[src/rtl/accel_pkg.sv]
// accel_pkg: shared accelerator defaults and the operand feeder state encoding.
package accel_pkg;
   localparam int ACC_ARR_SIZE = 4;
   localparam int ACC_DATA_W   = 32;
   typedef enum logic [1:0] {IDLE, STREAM, DRAIN} feeder_state_e;
endpackage

[src/rtl/skew_delay_line.sv]
// skew_delay_line: DEPTH-stage enable-gated shift register carrying one lane operand and its valid.
module skew_delay_line
   import accel_pkg::*;
#(
   parameter int DEPTH  = 1,
   parameter int DATA_W = ACC_DATA_W
) (
   input  logic              clk,
   input  logic              reset,
   input  logic              en,
   input  logic [DATA_W-1:0] d,
   input  logic              d_valid,
   output logic [DATA_W-1:0] q,
   output logic              q_valid
);
   logic [DATA_W-1:0] data [DEPTH];
   logic [DEPTH-1:0]  valid;
   // Bubbles enter as zero so an invalid output lane is always zero.
   always_ff @(posedge clk) begin
      if (reset) begin
         for (int k = 0; k < DEPTH; k++) data[k] <= '0;
         valid <= '0;
      end else if (en) begin
         data[0]  <= d_valid ? d : '0;
         valid[0] <= d_valid;
         for (int k = 1; k < DEPTH; k++) begin
            data[k]  <= data[k-1];
            valid[k] <= valid[k-1];
         end
      end
   end
   assign q       = data[DEPTH-1];
   assign q_valid = valid[DEPTH-1];
endmodule

[src/rtl/operand_skew_feeder.sv]
// operand_skew_feeder: accepts operand vectors per tile and skews lane i by i+1 cycles into a systolic MAC array.
module operand_skew_feeder
   import accel_pkg::*;
#(
   parameter int ARR_SIZE = ACC_ARR_SIZE,
   parameter int DATA_W   = ACC_DATA_W
) (
   input  logic                       clk,
   input  logic                       reset,
   input  logic                       start,
   input  logic                       in_valid,
   output logic                       in_ready,
   input  logic [ARR_SIZE*DATA_W-1:0] in_data,
   input  logic                       in_last,
   input  logic                       mac_stall,
   output logic [ARR_SIZE*DATA_W-1:0] out_data,
   output logic [ARR_SIZE-1:0]        out_valid,
   output logic                       busy,
   output logic                       done,
   output logic [15:0]                vec_count
);
   localparam int CW = ARR_SIZE > 1 ? $clog2(ARR_SIZE) : 1;
   feeder_state_e state, state_nx;
   logic [CW-1:0] drain_cnt, drain_nx;
   logic [15:0]   count_nx;
   logic          done_nx, advance, xfer;
   assign advance  = !mac_stall;
   assign in_ready = (state == STREAM) && advance;
   assign xfer     = in_valid && in_ready;
   assign busy     = state != IDLE;
   always_comb begin
      state_nx = state;
      drain_nx = drain_cnt;
      count_nx = vec_count;
      done_nx  = 1'b0;
      case (state)
         IDLE: if (start && advance) begin
            state_nx = STREAM;
            count_nx = '0;
         end
         STREAM: if (xfer) begin
            count_nx = (&vec_count) ? vec_count : vec_count + 16'd1;
            if (in_last) begin
               state_nx = DRAIN;
               drain_nx = CW'(ARR_SIZE - 1);
            end
         end
         DRAIN: if (advance) begin
            // The final advance pushes the last lane's operand out of its line.
            if (drain_cnt == '0) begin
               state_nx = IDLE;
               done_nx  = 1'b1;
            end else begin
               drain_nx = drain_cnt - 1'b1;
            end
         end
         default: state_nx = IDLE;
      endcase
   end
   always_ff @(posedge clk) begin
      if (reset) begin
         state     <= IDLE;
         drain_cnt <= '0;
         vec_count <= '0;
         done      <= 1'b0;
      end else begin
         state     <= state_nx;
         drain_cnt <= drain_nx;
         vec_count <= count_nx;
         done      <= done_nx;
      end
   end
   for (genvar g = 0; g < ARR_SIZE; g++) begin : g_lane
      skew_delay_line #(.DEPTH(g + 1), .DATA_W(DATA_W)) u_line (
         .clk    (clk),
         .reset  (reset),
         .en     (advance),
         .d      (in_data[g*DATA_W +: DATA_W]),
         .d_valid(xfer),
         .q      (out_data[g*DATA_W +: DATA_W]),
         .q_valid(out_valid[g])
      );
   end
endmodule

[config.mk]
export PLATFORM = sky130hd
export DESIGN_NAME = operand_skew_feeder
export DESIGN_NICKNAME = d
export VERILOG_FILES = /design/src/rtl/accel_pkg.sv /design/src/rtl/skew_delay_line.sv /design/src/rtl/operand_skew_feeder.sv
export SDC_FILE = /design/constraint.sdc
export NUM_CORES = 1
export LEC_CHECK = 0
export CORE_MARGIN = 1
export CORE_UTILIZATION = 35
export CTS_CLUSTER_DIAMETER = 100
export DETAILED_ROUTE_END_ITERATION = 6
export GPL_TIMING_DRIVEN = 0
export PLACE_DENSITY = 0.63
export SLEW_MARGIN = 10
export SYNTH_ARGS = -nofsm -noshare
export SYNTH_HDL_FRONTEND = slang
export SYNTH_SLANG_ARGS = --single-unit
export TNS_END_PERCENT = 30
[constraint.sdc]
create_clock -name clk -period 11.7 [get_ports clk]
set_input_delay 1.17 -clock clk [delete_from_list [all_inputs] [get_ports clk]]
set_output_delay 1.17 -clock clk [all_outputs]
set_load 0.03 [all_outputs]
# Yosys cells after proc, flatten, opt, wreduce, memory -nomap -nowiden
# Memory sizes are Yosys's and may differ from the RTL's.
# Cells that the tools add are included.
# word_totals
inputBits	134
ram_bits	320
latch_bits	0
n_memories	4
wordCells	84
register_bits	31
romBits	0
out_inout_bits	151
# memory_table
memory	depth	word_bits	rd	rd_ports_with_merged_regs	write_ports	line	source
g_lane[3].u_line.data	4	32	4	0	4	skew_delay_line.sv:16	logic [DATA_W-1:0] data [DEPTH];
g_lane[2].u_line.data	3	32	3	0	3	skew_delay_line.sv:16	
g_lane[1].u_line.data	2	32	2	0	2	skew_delay_line.sv:16	
g_lane[0].u_line.data	1	32	1	0	1	skew_delay_line.sv:16	
# op_classes
muxes	36
n_addsub	2
n_reduce_logical	15
magnitude_cmp	0
shift	0
n_mul	0
div	0
n_bitwise	10
n_eq_ne	9
# op_table
operator	count
2-to-1 mux 32 bit	14
2-to-1 mux 16 bit	3
one-hot mux 16 bit (2 select lines)	1
OR reduction 32 bit	1
2-to-1 mux 2 bit	9
adder 16 x 1 -> 16 bit (second input constant)	1
AND reduction 16 bit	1
inequality test 2 bit (second input constant)	6
AND reduction 5 bit	2
OR 1 bit	9
2-to-1 mux 1 bit	7
one-hot mux 2 bit (3 select lines)	1
nonzero test 2 bit	3
zero test 2 bit	2
one-hot mux 2 bit (2 select lines)	1
AND reduction 4 bit	1
logical AND 1 bit	3
OR reduction 3 bit	1
== test 2 x 1 -> 1 bit (second input constant)	1
== test 2 bit (second input constant)	1
inequality test 2 x 1 -> 1 bit (second input constant)	1
subtractor 2 x 1 -> 2 bit (second input constant)	1
zero test 1 bit	1
NOT 1 bit	1

# Depth between registers and ports, before layout
# Gate-level depths: netlist of run 1.
# depth
word_depth	5
ltp_mapped	7
ltp_nobuf	6

# Cells and area by module
# Synthesis of run 1 repeated with hierarchy kept, for this count alone.
# unflattened
hier_cells	961
area_unflattened_um2	14408.8
# by_module_without_submodules
module	cells_per_inst	instances	area_each_um2
skew_delay_line at g_lane[3].u_line	317	1	5223.8
skew_delay_line at g_lane[2].u_line	247	1	3973.8
skew_delay_line at g_lane[1].u_line	175	1	2690.1
skew_delay_line at g_lane[0].u_line	72	1	1295.0
operand_skew_feeder	150	1	1226.2

# Worst setup path after synthesis of run 1
# No wires, ideal clock.
# synth_path
path_type	input -> register
start	in mac_stall
end	mem g_lane[0].u_line.data[0][0] (netlist bit), enable pin
required_ns	9.292
stages	2
arrival_ns	6.734
slack_ns	2.559
cell_sequence	clkbuf_1 > nand2_1
# synth_between
elab_chain_cells	5
# synth_rtl
element	line	source
start: declaration	operand_skew_feeder.sv:15	input logic mac_stall,
2-to-1 mux 1 bit (*)	skew_delay_line.sv:23	end else if (en) begin
2-to-1 mux 1 bit (*)	skew_delay_line.sv:20	if (reset) begin
2-to-1 mux 1 bit (*)	skew_delay_line.sv:24	data[0] <= d_valid ? d : '0;
OR reduction 32 bit (no line)	-	
2-to-1 mux 1 bit (no line) (*)	-	
end: declaration	skew_delay_line.sv:16	
# Every way passes the cells marked *; elsewhere a longest branch is shown, timed or not.

# Worst setup path after layout of run 1
# layout_path
start	in mac_stall
end	out in_ready
# layout_between
elab_chain_cells	2
# layout_rtl
element	line	source
zero test 1 bit	operand_skew_feeder.sv:27	assign advance = !mac_stall;
logical AND 1 bit	operand_skew_feeder.sv:28	assign in_ready = (state == STREAM) && advance;
end: declaration	operand_skew_feeder.sv:12	output logic in_ready,
# No other way between the ends.

==> results of run 1 <==
-- Yosys cell counts (all sizes together) (3+ instances only) --
| master | instances | area (um2) |
|---|---|---|
| a211oi | 3 | 22.5 |
| a21oi | 4 | 20.0 |
| a221oi | 5 | 68.8 |
| a31oi | 6 | 37.5 |
| and2 | 323 | 2020 |
| and3 | 5 | 33.8 |
| buf | 104 | 790 |
| clkbuf | 42 | 158 |
| dfxtp | 25 | 500 |
| edfxtp | 320 | 9610 |
| inv | 9 | 33.8 |
| mux2i | 6 | 60.1 |
| nand2 | 16 | 60.1 |
| nand3 | 8 | 52.6 |
| nor2 | 14 | 52.6 |
| nor3 | 9 | 45.0 |
| nor4 | 3 | 18.8 |
| o21ai | 12 | 60.1 |
| or4 | 3 | 26.3 |
-- placed cells by master, fill, tap and decap left out, drive strengths merged, types with 3 or more instances in the layout --
master and instances:
a211oi 3, a21oi 4, a221oi 5, a31oi 6
and2 323, and3 5, buf 110, clkbuf 89
clkdlybuf4s50 284, clkinv 13, dfxtp 25, edfxtp 320
inv 10, mux2i 6, nand2 16, nand3 8
nor2 14, nor3 9, nor4 3, o21ai 12
or4 3
-- power breakdown --
part	internal [uW]	switching, uW	total [uW]
Clock	630	471	1100
Sequential	1410	13.1	1420
Combinational	124	125	248
-- final timing paths --
path                              from                      endpoint  slack, ns  depth (start not counted)
max                          mac_stall                      in_ready       7.67                          4
max reg2reg                   state[0]  g_lane[3].u_line.data[0][15]       8.95                          6
min          g_lane[3].u_line.valid[3]     g_lane[3].u_line.valid[3]       0.51                          2
min reg2reg  g_lane[3].u_line.valid[3]     g_lane[3].u_line.valid[3]       0.51                          2
-- registers in the layout, indices dropped and copies added (netlist names) --
name	count
g_lane.u_line.valid	4
drain_cnt	2
state	2
g_lane.u_line.data	320
done	1
vec_count	16
-- cells by family (layout without fill, tap and decap cells) --
logic type | Yosys count | after routing
adder cells (fa/ha/maj) | 2 | 2
XOR/XNOR | 1 | 1
flip-flops | 345 | 345
AO/OA/AOI/OAI | 46 | 46
other | 0 | 2
AND/OR/NAND/NOR | 394 | 394
multiplexers | 8 | 8
buffers and inverters | 156 | 510
-- critical path, cell delays in order --
cell,delay [ns]
clkdlybuf4s50_1,0.50
clkbuf_1,0.46
nor2_1,0.10
clkdlybuf4s50_1,0.62
-- final cells by class --
class | instances | area, um2
Inverter | 9 | 33.8
Antenna cell | 2 | 5.00
Buffer | 147 | 956
Sequential cell | 345 | 10100
Timing Repair Buffer | 290 | 2990
Fill cell | 3435 | 20300
Clock inverter | 17 | 113
Multi-Input combinational cell | 451 | 2890
Tap cell | 518 | 648
Clock buffer | 47 | 1010
-- metal layers --
| metal | up-vias | wire [um] |
|---|---|---|
| met5 | - | 0 |
| met4 | 0 | 728 |
| met3 | 51 | 1670 |
| met2 | 192 | 13600 |
| met1 | 3645 | 11500 |
| li1 | 3876 | - |
-- metrics by stage --
step / util / TNS [ns] / instances / worst slack [ns] / power [uW]
4_1_cts: 0.481 / 0 / 1824 / 7.67 / 2820
3_5_place_dp: 0.452 / 0 / 1760 / 7.64 / 1700
3_3_place_gp: 0.448 / -288.42 / 1754 / -0.938 / 1720
5_1_grt: 0.481 / 0 / 1825 / 7.60 / 2880
6_report: 0.481 / 0 / 1826 / 7.67 / 2770
2_1_floorplan: - / 0 / 952 / 2.56 / 1590
==> impl_metrics.csv, run 1 <==
group,metric,value,unit
timing,finClkSkew,0.0114,ns
grt,antenna_found_initial,1,
finish,fin_area,0.0188,mm2
clock_tree,cts.repair.resized,0,
clock_tree,clk_latency,0.53,ns
floorplan,die_area,0.0408,mm2
grt,use_met2,0.228,
synth,synth-warning-count,0,
timing,hold_viol,0,
timing,period_needed,4.03,ns
place,gp_congestion,0.813,
routing,wl_per_cell,15.0,um
grt,grt_use_met3,0.0350,
critical_path,cp-start-kind,"input pin",
timing,setup_viol,0,
synth,netlist_instances,952,
clock_tree,path_clk_slew,0.05,ns
grt,use_met1,0.168,
synth,synth_edf_count,320,
timing,min_period_over_period,0.345,
pwr,power_leakage,0.00721,uW
floorplan,die_w,202,um
critical_path,cp.required,10.53,ns
synth,synth_mux_area_frac,0.00590,
synth,synth_top_family_by_area,"simple AND/OR/NAND/NOR gates",
clock_tree,cts_tree,"yes",
worst_hold_path,hp-class,"register to register",
timing,max_freq,0.248,GHz
critical_path,crit_path_end_kind,"output pin",
clock_tree,cts_made_buffers,38,
timing,hold_slack,0.509,ns
synth,seq_area_frac_synth,0.723,
finish,final_nets,1418,
synth,syn_area,0.0140,mm2
finish,syn_to_final_growth,34.1,%
routing,drtPass1Iterations,4,
critical_path,crit_fanout,10,
clock_tree,clockBufferDepth,3,
routing,drc,0,
routing,drt_iter0_markers,330,
grt,grt_pass1_wl,43000,um
synth,synth_flop_cell,"edfxtp_1",
routing,ant_nets,0,
grt,grt_max_degree,66,
floorplan,start_util,0.359,
place,place_area,0.0176,mm2
timing,worst_pin_slew,0.944,ns
finish,drive_gt1_frac,0.134,
flow_run,cap_violations,0,
clock_tree,htreeDepth,2,
routing,vias,7764,
floorplan,coreArea,0.0390,mm2
grt,overflow,0,
clock_tree,postCtsSetupBuffers,0,
synth,synth_fa_ha_area_frac,0.00179,
critical_path,worst-setup-path-type,"input pin to output pin",
floorplan,num_rows,72,
critical_path,arrival,2.86,ns
routing,routed_wirelength,27500,um
clock_tree,cts_sinks,345,
grt,grt.total_usage,0.137,
status,status,"finished clean",
synth,synth-simple-area-share,0.173,
timing,report.final.slew_viol_count,0,
clock_tree,root_buffer,"clkbuf_16",
grt,grt_pass1_vias,7686,
pwr,powerDensity,148,mW/mm2
grt,grt.busiest_layer,"met2",
timing,rsz0062_at_grt,"no",
routing,vias_per_cell,4.25,
synth,synthDistinctLibCells,53,
synth,synth.net_count,1088,
floorplan,die_height,202,um
clock_tree,hold_buffers,0,
place,numPortBuffers,284,
synth,synthXorXnorAreaFrac,0.000626,
synth,synth-seq-cells,345,
floorplan,io_pins,285,
synth,synth_compound_area_frac,0.0246,
place,dpl.hpwl,18800,um
synth,avgSynthCellArea,14.7,um2
timing,slew_headroom,0.371,
pwr,peakVddDrop,0.0943,mV
synth,async_flop_share,0,
Power figures use the tool's default switching activity.
==> run 2: changes to the inputs <==
Clock period 11.7 ns to 4 ns, I/O delays scaled along.
==> impl_metrics.csv, run 2 (synthesis gave the netlist of run 1 again) <==
group,metric,value,unit
status,status,"finished clean",
pwr,switching_share,0.214,
critical_path,cp.required,3.60,ns
critical_path,arrival,2.40,ns
routing,vias_per_cell,4.30,
place,pre_cts_ws,0.733,ns
grt,grt_pass1_wl,42600,um
finish,seqCellArea,0.0101,mm2
pwr,p_clk_frac,0.407,
pwr,p_seq_frac,0.505,
flow_run,cap_violations,0,
pwr,power_leakage,0.00721,uW
floorplan,coreArea,0.0390,mm2
timing,layout_setup_ws,1.20,ns
place,dpl.hpwl,18800,um
timing,slew_headroom,0.441,
finish,top_regs,"g_lane.u_line.data x320, vec_count x16, g_lane.u_line.valid x4",
finish,multi_input_area,0.00290,mm2
clock_tree,path_clk_slew,0.06,ns
clock_tree,cts_sinks,345,
pwr,internal_power,6470,uW
floorplan,die_area,0.0408,mm2
timing,max_freq,0.358,GHz
floorplan,num_rows,72,
finish,fin_area,0.0188,mm2
clock_tree,hold_buffers,0,
clock_tree,root_buffer,"clkbuf_16",
routing,drt_iter0_markers,394,
floorplan,die_height,202,um
clock_tree,htreeDepth,2,
finish,largest_reg_flops,320,
timing,hold_slack,0.511,ns
pwr,p_sw,1760,uW
critical_path,worst-setup-path-type,"register to output pin",
clock_tree,cts_tree,"yes",
worst_hold_path,hp-class,"register to register",
timing,min_period_over_period,0.699,
critical_path,crit_fanout,10,
timing,timing.setup.tns,0,ns
clock_tree,cts.repair.resized,0,
finish,final_nets,1416,
routing,ant_nets,0,
pwr,power,8230,uW
clock_tree,cts_made_buffers,39,
grt,grt.total_usage,0.135,
timing,hold_viol,0,
finish,n_antenna_cell,0,
timing,finClkSkew,0.0106,ns
routing,drc,0,
critical_path,max_stage_delay,0.68,ns
critical_path,cpMaxStageDelayCell,"clkdlybuf4s50_1",
routing,vias,7854,
place,place_area,0.0176,mm2
floorplan,io_pins,285,
timing,rsz0062_at_grt,"no",
routing,routed_wirelength,27400,um
critical_path,worst-path-buf-inv,3,
clock_tree,clockBufferDepth,3,
finish,layout_common_cells,"and2_1, edfxtp_1, clkdlybuf4s50_1",
critical_path,critPathTopFamily,"buffers and inverters",
floorplan,start_util,0.359,
place,gp_congestion,0.794,
timing,report.final.slew_viol_count,0,
critical_path,crit_path_end_kind,"output pin",
critical_path,path_cells,"clkbuf_1, clkbuf_1, or2_2, clkdlybuf4s50_1",
critical_path,cpMostUsedCell,"clkbuf_1",
floorplan,die_w,202,um
finish,final_common_cell,"and2_1",
timing,setup_viol,0,
critical_path,cp-start-kind,"register",
grt,antenna_found_initial,0,
timing,worst_pin_slew,0.838,ns
timing,period_needed,2.80,ns
finish,drive_gt1_frac,0.133,
place,numPortBuffers,284,
finish,syn_to_final_growth,34.2,%
pwr,p_comb_frac,0.087,
clock_tree,clk_latency,0.53,ns
routing,drtPass1Iterations,4,
pwr,peakVddDrop,0.306,mV
pwr,powerDensity,439,mW/mm2
clock_tree,postCtsSetupBuffers,0,
grt,grt_pass1_vias,7848,
routing,wl_per_cell,15.0,um
finish,largest_register,"g_lane.u_line.data",
grt,overflow,0,
finish,fillCellCount,3419,
grt,grt_max_degree,110,
-- run 2: cell types whose count changed in the layout (fill, tap and decap cells not counted), sizes merged --
cell      change
buf           -3
bufinv        +2
clkbuf        +4
clkinv        -1
clkinvlp      -1
diode         -2
-- run 2: path summary, 6_finish.rpt --
kind                                      from                            to  slack, ns  depth (start not counted)
setup / recovery                      state[0]                          busy       1.20                          4
hold / removal    g_lane[3].u_line.data[0][10]  g_lane[3].u_line.data[0][42]       0.51                          1
setup reg to reg                      state[0]  g_lane[3].u_line.data[0][15]       1.34                          6
hold reg to reg   g_lane[3].u_line.data[0][10]  g_lane[3].u_line.data[0][42]       0.51                          1
-- run 2: metal layers --
metal / up-vias / GRT usage / share of wire
li1: 3872 / - / -
met1: 3720 / 0.155 / 0.39
met2: 211 / 0.234 / 0.51
met3: 51 / 0.0429 / 0.075
met4: 0 / 0.0514 / 0.027
met5: - / 0 / 0
-- run 2: worst reg2reg max path, stage by stage (launching register included) --
cell and delay [ns]:
dfxtp_1 0.30, clkbuf_1 0.28, nor2b_2 0.39, and3_1 0.26, clkbuf_1 0.64, clkbuf_1 0.44
and2_1 0.21
-- run 2: stage by stage --
stage          utilization  instances
2_1_floorplan            -        952
3_3_place_gp         0.448       1754
3_5_place_dp         0.451       1757
4_1_cts              0.481       1825
5_1_grt              0.481       1825
6_report             0.481       1825
-- run 2: layout make-up --
type,instances,area share
clock inverter,17,0.00887
multi-input combinational,451,0.155
inverter,9,0.00180
buffer,147,0.0510
timing repair buffer,287,0.156
clock buffer,51,0.0544
tap,518,0.0345
sequential,345,0.539
-- run 2: power groups by stage --
| stage | Clock (uW) | Sequential [uW] | Combinational (uW) |
|---|---|---|---|
| 4_1_cts | 3460 | 4160 | 729 |
| 3_5_place_dp | 0 | 4240 | 727 |
| 2_1_floorplan | 0 | 4270 | 345 |
| 6_report | 3350 | 4160 | 718 |
| 3_3_place_gp | 0 | 4250 | 709 |
| 5_1_grt | 3600 | 4180 | 765 |
